## src/rtl/z_mon_pkg.sv

```systemverilog
// Shared types, default sizes and helpers for the z-run monitor.
package z_mon_pkg;

    localparam int CNT_W_DEF = 8;
    localparam int DEPTH_DEF = 4;
    localparam int TOT_W_DEF = 16;

    typedef enum logic [0:0] {
        IDLE = 1'b0,
        RUN  = 1'b1
    } state_e;

    // Increment that sticks at the all-ones value of a width-bit counter.
    function automatic logic [31:0] sat_inc(input logic [31:0] value, input int unsigned width);
        logic [31:0] max_val;
        max_val = (width >= 32) ? '1 : ((32'd1 << width) - 32'd1);
        return (value == max_val) ? value : value + 32'd1;
    endfunction

endpackage

```

## src/rtl/z_run_monitor_if.sv

```systemverilog
// Detector-side inputs and host-side drain/status signals of the z-run monitor.
interface z_run_monitor_if
    import z_mon_pkg::*;
#(
    parameter int CNT_W = CNT_W_DEF,
    parameter int TOT_W = TOT_W_DEF
);
    logic             z_in;
    logic             en;
    logic             out_valid;
    logic             out_ready;
    logic [CNT_W-1:0] out_len;
    logic [TOT_W-1:0] total_runs;
    logic             ovf;
    logic             active;

    modport master (
        output z_in, en, out_ready,
        input  out_valid, out_len, total_runs, ovf, active
    );

    modport slave (
        input  z_in, en, out_ready,
        output out_valid, out_len, total_runs, ovf, active
    );
endinterface

```

## src/rtl/run_len_fifo.sv

```systemverilog
// Small register-file FIFO with wrap-bit pointers; a push into a full FIFO
// is accepted only when a pop frees the head slot on the same edge.
module run_len_fifo #(
    parameter int WIDTH = 8,
    parameter int DEPTH = 4
) (
    input  logic             clk,
    input  logic             rst_n,
    input  logic             push_i,
    input  logic [WIDTH-1:0] push_data_i,
    input  logic             pop_i,
    output logic             full_o,
    output logic             empty_o,
    output logic [WIDTH-1:0] head_o
);
    localparam int AW = $clog2(DEPTH);
    localparam logic [AW:0] PTR_ONE = 1;

    logic [AW:0]      wr_ptr_q, rd_ptr_q;
    logic [WIDTH-1:0] mem_q [DEPTH];
    logic             do_push, do_pop;

    assign empty_o = (wr_ptr_q == rd_ptr_q);
    assign full_o  = (wr_ptr_q[AW] != rd_ptr_q[AW]) &&
                     (wr_ptr_q[AW-1:0] == rd_ptr_q[AW-1:0]);
    assign head_o  = mem_q[rd_ptr_q[AW-1:0]];

    assign do_pop  = pop_i && !empty_o;
    assign do_push = push_i && (!full_o || do_pop);

    // NOTE: the array is tiny and its head drives an output, so it is reset
    // to keep out_len at zero after reset; large memories are left unreset.
    always_ff @(posedge clk or negedge rst_n) begin
        if (!rst_n) begin
            wr_ptr_q <= '0;
            rd_ptr_q <= '0;
            for (int i = 0; i < DEPTH; i++) begin
                mem_q[i] <= '0;
            end
        end else begin
            if (do_push) begin
                mem_q[wr_ptr_q[AW-1:0]] <= push_data_i;
                wr_ptr_q                <= wr_ptr_q + PTR_ONE;
            end
            if (do_pop) begin
                rd_ptr_q <= rd_ptr_q + PTR_ONE;
            end
        end
    end

endmodule

```

## src/rtl/z_run_monitor.sv

```systemverilog
// Measures runs of consecutive high z samples and queues completed run lengths
// for the host, with a saturating completed-run total and a sticky drop flag.
module z_run_monitor
    import z_mon_pkg::*;
#(
    parameter int CNT_W = CNT_W_DEF,
    parameter int DEPTH = DEPTH_DEF,
    parameter int TOT_W = TOT_W_DEF
) (
    input logic            clk,
    input logic            rst_n,
    z_run_monitor_if.slave bus
);
    state_e           state_q, state_d;
    logic [CNT_W-1:0] run_cnt_q, run_cnt_d;
    logic [TOT_W-1:0] total_q, total_d;
    logic             ovf_q, ovf_d;

    logic             hit, complete, pop, full, empty;
    logic [CNT_W-1:0] head;

    assign hit = bus.en & bus.z_in;
    assign pop = ~empty & bus.out_ready;

    // NOTE: every output of this block gets a default first so that no path
    // leaves a signal unassigned and infers a latch.
    always_comb begin
        state_d   = state_q;
        run_cnt_d = run_cnt_q;
        complete  = 1'b0;
        unique case (state_q)
            IDLE: begin
                if (hit) begin
                    state_d   = RUN;
                    run_cnt_d = CNT_W'(1);
                end
            end
            RUN: begin
                if (hit) begin
                    run_cnt_d = CNT_W'(sat_inc(32'(run_cnt_q), CNT_W));
                end else begin
                    // The terminating sample (low z or enable dropped) is not counted.
                    state_d  = IDLE;
                    complete = 1'b1;
                end
            end
            default: state_d = IDLE;
        endcase

        total_d = complete ? TOT_W'(sat_inc(32'(total_q), TOT_W)) : total_q;
        // A completion is lost only when the FIFO is full and no pop frees a slot.
        ovf_d   = ovf_q | (complete & full & ~pop);
    end

    // NOTE: state registers use non-blocking assignments so every flop samples
    // pre-edge values regardless of process ordering.
    always_ff @(posedge clk or negedge rst_n) begin
        if (!rst_n) begin
            state_q   <= IDLE;
            run_cnt_q <= '0;
            total_q   <= '0;
            ovf_q     <= 1'b0;
        end else begin
            state_q   <= state_d;
            run_cnt_q <= run_cnt_d;
            total_q   <= total_d;
            ovf_q     <= ovf_d;
        end
    end

    run_len_fifo #(
        .WIDTH (CNT_W),
        .DEPTH (DEPTH)
    ) u_fifo (
        .clk         (clk),
        .rst_n       (rst_n),
        .push_i      (complete),
        .push_data_i (run_cnt_q),
        .pop_i       (pop),
        .full_o      (full),
        .empty_o     (empty),
        .head_o      (head)
    );

    assign bus.out_valid  = ~empty;
    assign bus.out_len    = head;
    assign bus.total_runs = total_q;
    assign bus.ovf        = ovf_q;
    assign bus.active     = (state_q == RUN);

endmodule

```

## src/flat_wrapper.sv

```systemverilog
// flat-port wrapper written by rule: the top's interface ports become plain ports
module z_run_monitor_flat import z_mon_pkg::*;
#(
    parameter int CNT_W = CNT_W_DEF,
    parameter int DEPTH = DEPTH_DEF,
    parameter int TOT_W = TOT_W_DEF
)
  (clk, rst_n, bus_z_in, bus_en, bus_out_ready, bus_out_valid, bus_out_len, bus_total_runs, bus_ovf, bus_active);
  z_run_monitor_if #(.CNT_W(CNT_W), .TOT_W(TOT_W)) bus_i ();
  input logic clk;
  input logic rst_n;
  input wire logic [$bits(bus_i.z_in)-1:0] bus_z_in;
  input wire logic [$bits(bus_i.en)-1:0] bus_en;
  input wire logic [$bits(bus_i.out_ready)-1:0] bus_out_ready;
  output wire logic [$bits(bus_i.out_valid)-1:0] bus_out_valid;
  output wire logic [$bits(bus_i.out_len)-1:0] bus_out_len;
  output wire logic [$bits(bus_i.total_runs)-1:0] bus_total_runs;
  output wire logic [$bits(bus_i.ovf)-1:0] bus_ovf;
  output wire logic [$bits(bus_i.active)-1:0] bus_active;
  assign bus_i.z_in = bus_z_in;
  assign bus_i.en = bus_en;
  assign bus_i.out_ready = bus_out_ready;
  assign bus_out_valid = bus_i.out_valid;
  assign bus_out_len = bus_i.out_len;
  assign bus_total_runs = bus_i.total_runs;
  assign bus_ovf = bus_i.ovf;
  assign bus_active = bus_i.active;
  z_run_monitor #(.CNT_W(CNT_W), .DEPTH(DEPTH), .TOT_W(TOT_W)) u_core (.clk(clk), .rst_n(rst_n), .bus(bus_i));
endmodule
```

## config.mk

```make
export PLATFORM = sky130hd
export DESIGN_NAME = z_run_monitor_flat
export DESIGN_NICKNAME = d
export VERILOG_FILES = /design/src/rtl/z_mon_pkg.sv /design/src/rtl/z_run_monitor_if.sv /design/src/rtl/run_len_fifo.sv /design/src/rtl/z_run_monitor.sv /design/src/flat_wrapper.sv
export SDC_FILE = /design/constraint.sdc
export NUM_CORES = 1
export LEC_CHECK = 0
export ABC_AREA = 0
export BUFFER_PORTS_ARGS = -buffer_cell sky130_fd_sc_hd__clkbuf_2
export CAP_MARGIN = 10
export CELL_PAD_IN_SITES_DETAIL_PLACEMENT = 2
export CELL_PAD_IN_SITES_GLOBAL_PLACEMENT = 2
export CORE_UTILIZATION = 35
export CTS_CLUSTER_SIZE = 8
export DETAILED_ROUTE_END_ITERATION = 10
export HOLD_SLACK_MARGIN = 0.06
export PLACE_DENSITY_LB_ADDON = 0.3
export SLEW_MARGIN = 20
export SYNTH_ARGS = -nofsm -noshare
export SYNTH_HDL_FRONTEND = slang
export SYNTH_HIERARCHICAL = 1
export SYNTH_SLANG_ARGS = --single-unit
```

## constraint.sdc

```tcl
create_clock -name clk -period 2.7 [get_ports clk]
set_input_delay 0.54 -clock clk [delete_from_list [all_inputs] [get_ports clk]]
set_output_delay 0.54 -clock clk [all_outputs]
set_load 0.03 [all_outputs]
```

==> metrics.md <==
| Metric | Value |
|---|---|
| Met1 Wirelength | 4271 um |
| Final setup vio count | 0 |
| CP endpoint kind | flop |
| Clk Latency, worst-skew pair | 0.34 ns |
| Max layer used | met4 |
| Buf/Inv on CP | 2 |
| DRC viols | 0 |
| CP Launch Type | flop |
| Starting Density | 0.3667 |
| Reg-to-Reg Start | u_core/u_fifo/wr_ptr_q[1]$_DFFE_PN0P_ |
| Post-synthesis sequential area ratio | 0.4912 |
| Reg2Reg Depth | 8 |
| Number of synthesized flops with an enable pin | 0 |
| RSZ-0062 raised after global routing | no |
| First-pass GRT wire length | 15100 um |
| WP data required | 2.92 ns |
| Share of the synthesized area in the top cell type | 0.4912 |
| Htree depth | 3 |
| Post-Syn Instances | 281 |
| Slew at the pin closest to its max-slew limit | 0.8344 ns |
| Synth area leaders | dfrtp_1, o2bb2ai_1, mux4_2 |
| Final core occ | 0.4312 |
| Reg clk slew, reported paths | 0.08 ns |
| Nets | 341 |
| Max Cap Viol | 0 |
| Crit path max-delay family | simple AND/OR/NAND/NOR gates |
| Vias in the first global route | 2785 |
| Clock sinks | 64 |
| Syn_area_per_cell | 11.60 um2 |
| Antenna Violating Nets Remaining | 0 |
| Slowest cell on crit path | dfrtp_1 |
| Wire length on met3 | 197 um |
| #FFs+latches synth | 64 |
| Hpwl dp | 6223 um |
| PD cells | 967.9 nW/um2 |
| Post-synthesis net count | 293 |
| Period minus WS final | 2.386 ns |
| Final Hold Fails | 0 |
| Top FF cell, synth | dfrtp_1 |
| CP Cell Sequence | xor2_1 -> or2_2 -> nor2_1 -> nor2b_1 -> buf_4 -> o41ai_4 -> buf_4 -> mux2_2 |
| Fin Clk Skew | 0.01063 ns |
| Iter 0 DRT Violations | 128 |
| WP depth | 8 |
| Floorplan core area | 8891 um2 |
| Fin crit share | 0.8836 |
| DR vias/cell | 5.636 |
| Root Driver | clkbuf_8 |
| Reg2Reg Capture Point | u_core/u_fifo/mem_q[1]$_DFFE_PN0P_ |
| R2R Setup Slk | 0.31 ns |
| Routed via count | 2491 |
| Crit path kind | reg2reg |
| Area grow syn2layout | 17.57% |
| Worst EP arrival | 2.61 ns |
| Cell mode on critical path | buf_4 |
| TritonCTS clock tree | done |
| Leading area contributor after synthesis | dfrtp_1 |
| Pre-Repair DR Iteration Count | 6 |
| Largest net degree at the start of global routing | 65 |
| Async SR Flop Fraction | 1.000 |
| Die height | 98.52 um |
| Antenna violations before repair | 0 |
| Distinct cells, synth | 51 |
| Row cnt | 34 |
| Layout cells sized above 1 | 0.2844 |
| Clock buffers created by TritonCTS | 9 |
| Routed WL per cell | 20.48 um |
| Tot GR Track Use | 0.2041 |
| Setup TNS | 0 ns |
| Final wirelength | 9052 um |
| Yosys warning count | 6 |
| Highest clock rate | 419.2 MHz |
| Post-CTS Setup Bufs | 0 |
| Number of I/O port buffers | 31 |
| # diodes | 0 |
| Fillers | 935 |
| Max-slew violations | 0 |
| Crit-path max FO | 9 |
| Synth Cell Area | 3261 um2 |
| CP peak stage delay | 0.43 ns |
| Hold Path Class | in2async |
| # IOs | 32 |
| VDD IR max | 0.0004208 V |
| Die W | 98.52 um |
| Post-cts repair resize count | 0 |
| Status | completed |
| Placer congestion estimate | 0.7215 |
| Leakage | 0.001691 uW |
| Buffer depth of the longest clock path | 2 |
| Grt total ovfl | 0 |
| Worst slew margin | 0.4437 |
| Routed wire length on met2 | 4466 um |
| Die area | 9706 um2 |
| Hold_buf cts | 0 |
-- per-stage QoR --
step                instances  setup WS [ns]  power (uW)  instance area [um2]  hold slack, ns
finish                    442         0.3144        3710                 3834          0.3725
global route              442         0.2043        3938                 3834          0.4347
CTS                       442         0.2984        3760                 3834          0.4058
detailed placement        426         0.3259        2903                 3637          0.4554
global placement          426         0.4222        2811                 3637          0.4406
floorplan                 281        0.05670        2346                 3261          0.2444
-- cells in the final DEF, fill, tap and decap left out, drive strengths merged, types with 2 or more instances in the layout --
cell      netlist  final
clkbuf          4     40
buf             8     18
and4            2      2
and2            7      7
o21a            2      2
inv             5      5
nand4           7      7
clkinvlp        0      2
nor3            5      5
o31ai           5      5
clkinv          0      4
a21oi           3      3
o41ai           6      6
xor2           16     16
xnor2           4      4
nand2          41     41
o211ai          3      3
or2b            2      2
o21ai           8      8
nor2            6      6
dfrtp          64     64
mux2           11     11
nor2b           3      3
o2bb2ai        24     24
ha              7      7
nand3           9      9
nor4            3      3
nor3b           2      2
mux4            8      8
-- where the power goes --
part | leakage, uW | switching [uW] | internal (uW)
logic | 0.000753 | 951 | 556
registers | 0.000842 | 223 | 1150
clock network | 0.0000952 | 407 | 426
total | 0.00169 | 1580 | 2130
-- cells in the mapped netlist (4+ instances only) --
| library cell | number |
|---|---|
| nor3_1 | 5 |
| mux2_2 | 11 |
| ha_1 | 7 |
| inv_1 | 5 |
| nor2_1 | 6 |
| buf_1 | 4 |
| dfrtp_1 | 64 |
| nand2_1 | 41 |
| mux4_2 | 8 |
| o21ai_0 | 7 |
| o2bb2ai_1 | 24 |
| and2_1 | 7 |
| o31ai_1 | 5 |
| nand4_1 | 7 |
| nand3_1 | 9 |
| xor2_1 | 16 |
-- cell families after synthesis --
family | share of synthesized area
adder cells (fa/ha/maj) | 0.02686
buffers and inverters | 0.02340
AND/OR/NAND/NOR | 0.1573
XOR/XNOR | 0.05603
flip-flops | 0.4912
multiplexers | 0.09325
AO/OA/AOI/OAI | 0.1520
-- state kept, by name, summed over array words and instances, names as in the netlist --
| name | flops |
|---|---|
| u_core/bus.active | 1 |
| u_core/run_cnt_q | 8 |
| u_core/bus.total_runs | 16 |
| u_core/u_fifo/wr_ptr_q | 3 |
| u_core/u_fifo/rd_ptr_q | 3 |
| u_core/u_fifo/mem_q | 32 |
| u_core/bus.ovf | 1 |
-- routing by layer --
layer  GRT usage  vias up
met3     0.03121       12
li1            -     1149
met4     0.07348        0
met5           0        -
met2      0.3424       41
met1      0.2690     1289
-- how the worst max path moves through the flow --
stage | startpoint | to | slack [ns]
after floorplan | u_core/u_fifo/rd_ptr_q[1]$_DFFE_PN0P_ | u_core/u_fifo/rd_ptr_q[1]$_DFFE_PN0P_ | 0.06
after global placement | u_core/u_fifo/wr_ptr_q[1]$_DFFE_PN0P_ | u_core/u_fifo/mem_q[6]$_DFFE_PN0P_ | 0.42
after detailed placement | u_core/u_fifo/wr_ptr_q[0]$_DFFE_PN0P_ | u_core/u_fifo/mem_q[3]$_DFFE_PN0P_ | 0.33
after CTS | u_core/u_fifo/wr_ptr_q[0]$_DFFE_PN0P_ | u_core/u_fifo/mem_q[1]$_DFFE_PN0P_ | 0.30
after global routing | u_core/u_fifo/wr_ptr_q[1]$_DFFE_PN0P_ | u_core/u_fifo/mem_q[1]$_DFFE_PN0P_ | 0.20
final | u_core/u_fifo/wr_ptr_q[1]$_DFFE_PN0P_ | u_core/u_fifo/mem_q[1]$_DFFE_PN0P_ | 0.31
-- cell type report --
class	count	area, um2	area share
Sequential cell	64	1602	0.4178
Multi-Input combinational cell	200	1592	0.4151
Timing Repair Buffer	49	290.3	0.07572
Tap cell	108	135.1	0.03525
Clock buffer	9	123.9	0.03231
Clock inverter	7	72.57	0.01893
Inverter	5	18.77	0.004896
No activity file was read; power rests on OpenSTA's default activity.
